[src/rtl/dmem_resp_v.sv]
// dmem_resp_v: word-addressed data memory behind a valid/ready request port
// with a fixed number of wait states and a one-cycle response pulse.
// Optional build macro: DMEM_ALIGN_CHECK_EN (rejects non-word-aligned accesses).
module dmem_resp_v #(
  parameter int unsigned DEPTH       = 64,
  parameter int unsigned WAIT_CYCLES = 2
) (
  input  logic        clk,
  input  logic        reset,
  input  logic        req_valid,
  input  logic        req_we,
  input  logic [31:0] req_addr,
  input  logic [31:0] req_wdata,
  output logic        req_ready,
  output logic        rsp_valid,
  output logic [31:0] rsp_rdata,
  output logic        rsp_err
);

  localparam int unsigned AW       = $clog2(DEPTH);
  localparam logic [3:0]  CNT_INIT = (WAIT_CYCLES > 0) ? 4'(WAIT_CYCLES - 1) : 4'd0;

  typedef enum logic [1:0] {
    IDLE,
    BUSY,
    RESP
  } state_t;

  state_t        r_state;
  state_t        w_next;
  logic [3:0]    r_cnt;
  logic          r_we;
  logic [31:0]   r_addr;
  logic [31:0]   r_wdata;
  logic [31:0]   r_mem [DEPTH];

  logic          w_accept;
  logic          w_enter_resp;
  logic          w_commit;
  logic          w_acc_we;
  logic [31:0]   w_acc_addr;
  logic [31:0]   w_acc_wdata;
  logic [AW-1:0] w_acc_idx;
  logic          w_acc_oor;
  logic          w_acc_bad;
  logic [AW-1:0] w_rsp_idx;
  logic          w_rsp_oor;
  logic          w_rsp_bad;

  assign w_accept = req_valid && req_ready;

  // With zero wait states RESP is entered on the acceptance edge itself, so the
  // commit path must see the live request; otherwise it sees the latched one.
  assign w_acc_we    = (r_state == IDLE) ? req_we    : r_we;
  assign w_acc_addr  = (r_state == IDLE) ? req_addr  : r_addr;
  assign w_acc_wdata = (r_state == IDLE) ? req_wdata : r_wdata;
  assign w_acc_idx   = w_acc_addr[AW+1:2];
  assign w_acc_oor   = |w_acc_addr[31:AW+2];

  assign w_rsp_idx   = r_addr[AW+1:2];
  assign w_rsp_oor   = |r_addr[31:AW+2];

`ifdef DMEM_ALIGN_CHECK_EN
  assign w_acc_bad = w_acc_oor | (|w_acc_addr[1:0]);
  assign w_rsp_bad = w_rsp_oor | (|r_addr[1:0]);
`else
  // Byte offset is ignored: the access lands on the truncated word address.
  logic w_unused;
  assign w_unused  = ^{w_acc_addr[1:0], r_addr[1:0]};
  assign w_acc_bad = w_acc_oor;
  assign w_rsp_bad = w_rsp_oor;
`endif

  assign w_enter_resp = ((r_state == IDLE) && w_accept && (WAIT_CYCLES == 0)) ||
                        ((r_state == BUSY) && (r_cnt == 4'd0));

  // Gated by reset so a store pending at reset assertion is never written.
  assign w_commit = reset && w_enter_resp && w_acc_we && !w_acc_bad;

  // State register
  always_ff @(posedge clk or negedge reset) begin
    if (!reset) begin
      r_state <= IDLE;
    end else begin
      r_state <= w_next;
    end
  end

  // Next-state logic
  always_comb begin
    w_next = r_state;
    case (r_state)
      IDLE: begin
        if (w_accept) begin
          w_next = (WAIT_CYCLES == 0) ? RESP : BUSY;
        end
      end
      BUSY: begin
        if (r_cnt == 4'd0) begin
          w_next = RESP;
        end
      end
      RESP:    w_next = IDLE;
      default: w_next = IDLE;
    endcase
  end

  // Outputs decoded from state; response fields are zero outside RESP
  always_comb begin
    req_ready = (r_state == IDLE);
    rsp_valid = (r_state == RESP);
    rsp_err   = 1'b0;
    rsp_rdata = '0;
    if (r_state == RESP) begin
      rsp_err = w_rsp_bad;
      if (!r_we && !w_rsp_bad) begin
        rsp_rdata = r_mem[w_rsp_idx];
      end
    end
  end

  // Request latch and wait-state counter
  always_ff @(posedge clk or negedge reset) begin
    if (!reset) begin
      r_cnt   <= '0;
      r_we    <= 1'b0;
      r_addr  <= '0;
      r_wdata <= '0;
    end else begin
      if (w_accept) begin
        r_cnt   <= CNT_INIT;
        r_we    <= req_we;
        r_addr  <= req_addr;
        r_wdata <= req_wdata;
      end else if ((r_state == BUSY) && (r_cnt != 4'd0)) begin
        r_cnt <= r_cnt - 4'd1;
      end
    end
  end

  // Memory array write; contents are deliberately not reset
  always_ff @(posedge clk) begin
    if (w_commit) begin
      r_mem[w_acc_idx] <= w_acc_wdata;
    end
  end

endmodule

[config.mk]
export PLATFORM = sky130hd
export DESIGN_NAME = dmem_resp_v
export DESIGN_NICKNAME = d
export VERILOG_FILES = /design/src/rtl/dmem_resp_v.sv
export SDC_FILE = /design/constraint.sdc
export NUM_CORES = 2
export LEC_CHECK = 0
export BUFFER_PORTS_ARGS = -buffer_cell sky130_fd_sc_hd__buf_2
export CAP_MARGIN = 20
export CORE_MARGIN = 4
export CORE_UTILIZATION = 56
export DETAILED_ROUTE_END_ITERATION = 12
export PLACE_DENSITY = 0.81
export SLEW_MARGIN = 25
export SYNTH_ARGS = -nofsm -noshare
export SYNTH_HDL_FRONTEND = slang
export SYNTH_SLANG_ARGS = --single-unit
[constraint.sdc]
create_clock -name clk -period 3.55 [get_ports clk]
set_input_delay 0.355 -clock clk [delete_from_list [all_inputs] [get_ports clk]]
set_output_delay 0.355 -clock clk [all_outputs]
set_load 0.01 [all_outputs]
==> results.txt <==
----------------------------------------------------
[Global route]
  Met3 GRT Util ... 0.102
  GRT Residual Overflow ... 0
  Vias in the first global route ... 46317
  Maximum number of pins on one net before global-route repair ... 102
  Total Routing Usage GR ... 0.345
  Met1 track demand over resource in global routing ... 0.421
  Initial antenna violation count ... 11
  Met2 usage ... 0.541
  Global-route wire length before repair ... 364 mm
  Busiest layer in global routing ... met2

[CTS]
  Maximum clock path buffer count ... 3
  Number of buffers created by CTS ... roughly 190
  Master cell of the clock root buffer ... clkbuf_16
  Count of H-tree levels built during CTS ... 4
  Clock transition at the register clock pins on the worst setup and hold paths after CTS ... about 0.07 ns
  CTS sink cnt ... approximately 2100
  Clock latency of the later-clocked register in the worst-skew pair ... 0.86 ns
  TritonCTS clock tree ... built

[Placement]
  Worst slack at placement ... 0.0588 ns
  Sum of net half-perimeters after detailed placement ... 116 mm
  Placed instance count ... 5726
  Last weighted congestion value of the routability-driven placer ... ~0.85
  Port-buffer cells ... 100

[Timing]
  Maximum achievable frequency ... 0.241 GHz
  Relative slew slack ... 0.309
  Tightest Pin Transition ... 1.03 ns
  Final count of negative-setup-slack endpoints ... 54
  Min cycle time layout ... a little over 4 ns
  Count of pins over their slew limit ... 0
  Fin worst setup slack ... -0.604 ns
  Ratio of final minimum period to clock period ... 1.17
  Unrepaired setup endpoints after global routing ... true
  Final clock skew ... between 0.04 and 0.05 ns
  Tightest hold margin ... 0.214 ns
  Total count of hold-check failures in the final report ... 0

[Yosys]
  Proportion of synthesized flip-flops having asynchronous set or reset ... 0.0326
  Distinct cell type count of the synthesized netlist ... 52
  Avg Inst Size Synth ... approximately 22 sq um
  Synthesized netlist net count ... 3726
  Count leader, synth ... edfxtp_1
  Share of Yosys cell area claimed by the top area cell type ... 0.757
  Post-synthesis sequential area ratio ... 0.778
  Post-synth top cells ... edfxtp_1 (2048), mux4_2 (541), nand2_1 (226)
  Mapped Area ... about 80000 sq um
  Cell count after synthesis ... 3657
  Yosys Warn Count ... 0
  Count of flip-flops with a built-in enable after synthesis ... 2048
  Post-synth top area cell ... edfxtp_1
  Yosys reg bits ... ~2100
  Leading register cell type out of synthesis ... edfxtp_1
  Cells taking the most area after synthesis ... edfxtp_1 (76%), mux4_2 (15%), dfrtp_1 (2.1%)

[Die]
  Core Rows ... 139
  Core box area ... 144000 sq um
  Die width ... 389 um
  Starting density of the core ... 0.565
  Io pins ... 103
  Die height ... between 300 and 400 um
  Die Footprint ... 151000 sq um

[Min path]
  Type of the most critical hold path ... in -> reg

[Critical path]
  Kind of start point of the critical path ... register
  Cell with the biggest individual delay on the critical path ... a211oi_4
  Cell type group with the largest total delay on the critical path ... compound AO/OA/AOI/OAI gates
  Arrival time of data at the critical path endpoint ... about 3.8 ns
  Sequence of cells on the critical path ... buf_6 > buf_4 > bufbuf_16 > mux4_2 > o22ai_1 > or3_4 > a211oi_4 > a221o_1 > buf_2
  Class of the most critical setup path ... reg -> out
  Max FO, Critical Path ... 21
  Crit path capture type ... output port
  Slowest Stage Delay on Critical Path ... approximately 0.58 ns
  CP Buf/Inv Count ... 4
  Data required time at the worst endpoint ... 3.19 ns

[Status]
  Failing checks ... setup timing
  Outcome ... complete, but fails checks

[Power and ir drop]
  Highest ir drop seen on vdd ... 0.744 mV
  Leakage power ... ~31 nW
  PD cells ... approximately 830 nW/um^2

[Routing]
  Number of iterations in the first detailed-routing pass ... 6
  Total via count after detailed routing ... 47998
  Routed via count divided by cell count ... 7.67
  DRC viols ... 0
  Routed wire length ... 275 mm
  Wirelength per Cell ... 43.9 um
  Antenna viol nets, final ... 0
  DRC marker count from the first detailed-route iteration ... 10569

[Cells and area]
  Proportion of layout cells with a drive suffix above 1 ... 0.355
  Net count of the finished layout ... 4266
  Layout area overhead ... 18.6%
  Cell Count, Final, Fillers Out ... 6254

[Flow run]
  Max-Cap Viols ... 0

----------------------------------------------------
[cells in the final DEF, fill, tap and decap left out, drive strengths merged, types with 15 or more instances in the layout]
master and instances:
a211oi 57, a21oi 32, a221o 25, buf 478, bufinv 15, clkbuf 233
clkinv 76, dfrtp 69, dlygate4sd3 64, edfxtp 2048, mux2 38, mux2i 78
mux4 541, nand2 226, nor2 91, nor2b 37, o21ai 16, o22ai 80
or3 24
[tightest hold or removal path, cell delays in order]
cell and delay (ns):
buf_2 0.11, nand2_2 0.05, buf_4 0.34, nand2_1 0.13
[cell type report]
type | instances | area (sq um)
flip-flops and latches | 2117 | 63200
clock inverters | 110 | 965
clock buffers | 226 | 4910
fillers | 7829 | 47400
inverters | 3 | 11.3
diodes | 6 | 15.0
multi-input cells | 1332 | 18400
repair buffers | 557 | 6490
well taps | 1903 | 2380
[logic make-up after synthesis]
kind of cell,after synthesis,share of synthesized area
flip-flops,2117,0.778
multiplexers,657,0.165
AND/OR/NAND/NOR,438,0.0241
AO/OA/AOI/OAI,233,0.0198
buffers and inverters,208,0.0129
XOR/XNOR,3,0.000323
adder cells (fa/ha/maj),1,0.000154
[power by group]
| part | leakage [nW] | total (mW) | internal [mW] | switching, mW |
|---|---|---|---|---|
| clock network | 2.86 | 20.7 | 11.0 | 9.74 |
| logic | 8.67 | 27.0 | 10.6 | 16.4 |
| registers | 19.4 | 32.6 | 32.2 | 0.400 |
| total | 30.9 | 80.2 | 53.7 | 26.5 |
[sequential cells by signal (all words and copies together), names as in the netlist]
name	flops
r_wdata	32
r_mem	2048
r_we	1
r_cnt	4
r_state	2
r_addr	30
[what timing repair did]
item	in CTS	in global routing
buffers inserted	55	45
resized for setup	188	106
endpoints found under the hold margin	132	0
hold buffers	64	0
gates cloned	23	7
pin swaps	43	45
setup endpoints to repair	32	597
[final timing paths]
kind | start | end | slack [ns] | cells after the start
max in group asynchronous | reset | r_addr[2]$_DFFE_PN0P_ | 2.56 | 3
setup reg to reg | r_addr[25]$_DFFE_PN0P_ | r_mem[54][2]$_DFFE_PP_ | -0.04 | 9
min in group asynchronous | reset | r_addr[21]$_DFFE_PN0P_ | 0.33 | 3
hold reg to reg | r_wdata[0]$_DFFE_PN0P_ | r_wdata[0]$_DFFE_PN0P_ | 0.48 | 2
hold / removal | req_valid | r_cnt[0]$_DFFE_PN0P_ | 0.21 | 4
setup / recovery | r_addr[3]$_DFFE_PN0P_ | rsp_rdata[13] | -0.60 | 9
[per-stage QoR]
step | total power, mW | setup TNS (ns) | area (sq um) | utilization
after floorplan | 46.0 | -86.42 | 81300 | -
after global placement | 52.5 | 0 | 86800 | 0.603
after detailed placement | 53.3 | 0 | 86800 | 0.604
after CTS | 76.6 | -12.49 | 95500 | 0.664
after global routing | 81.6 | -15.45 | 96400 | 0.670
final | 80.2 | -14.92 | 96400 | 0.670
[per-layer routing]
metal	vias up	share of wire
li1	16428	-
met1	23701	0.29
met2	6317	0.46
met3	1542	0.16
met4	10	0.094
met5	-	0.00066
(Power assumes the default switching activity.)
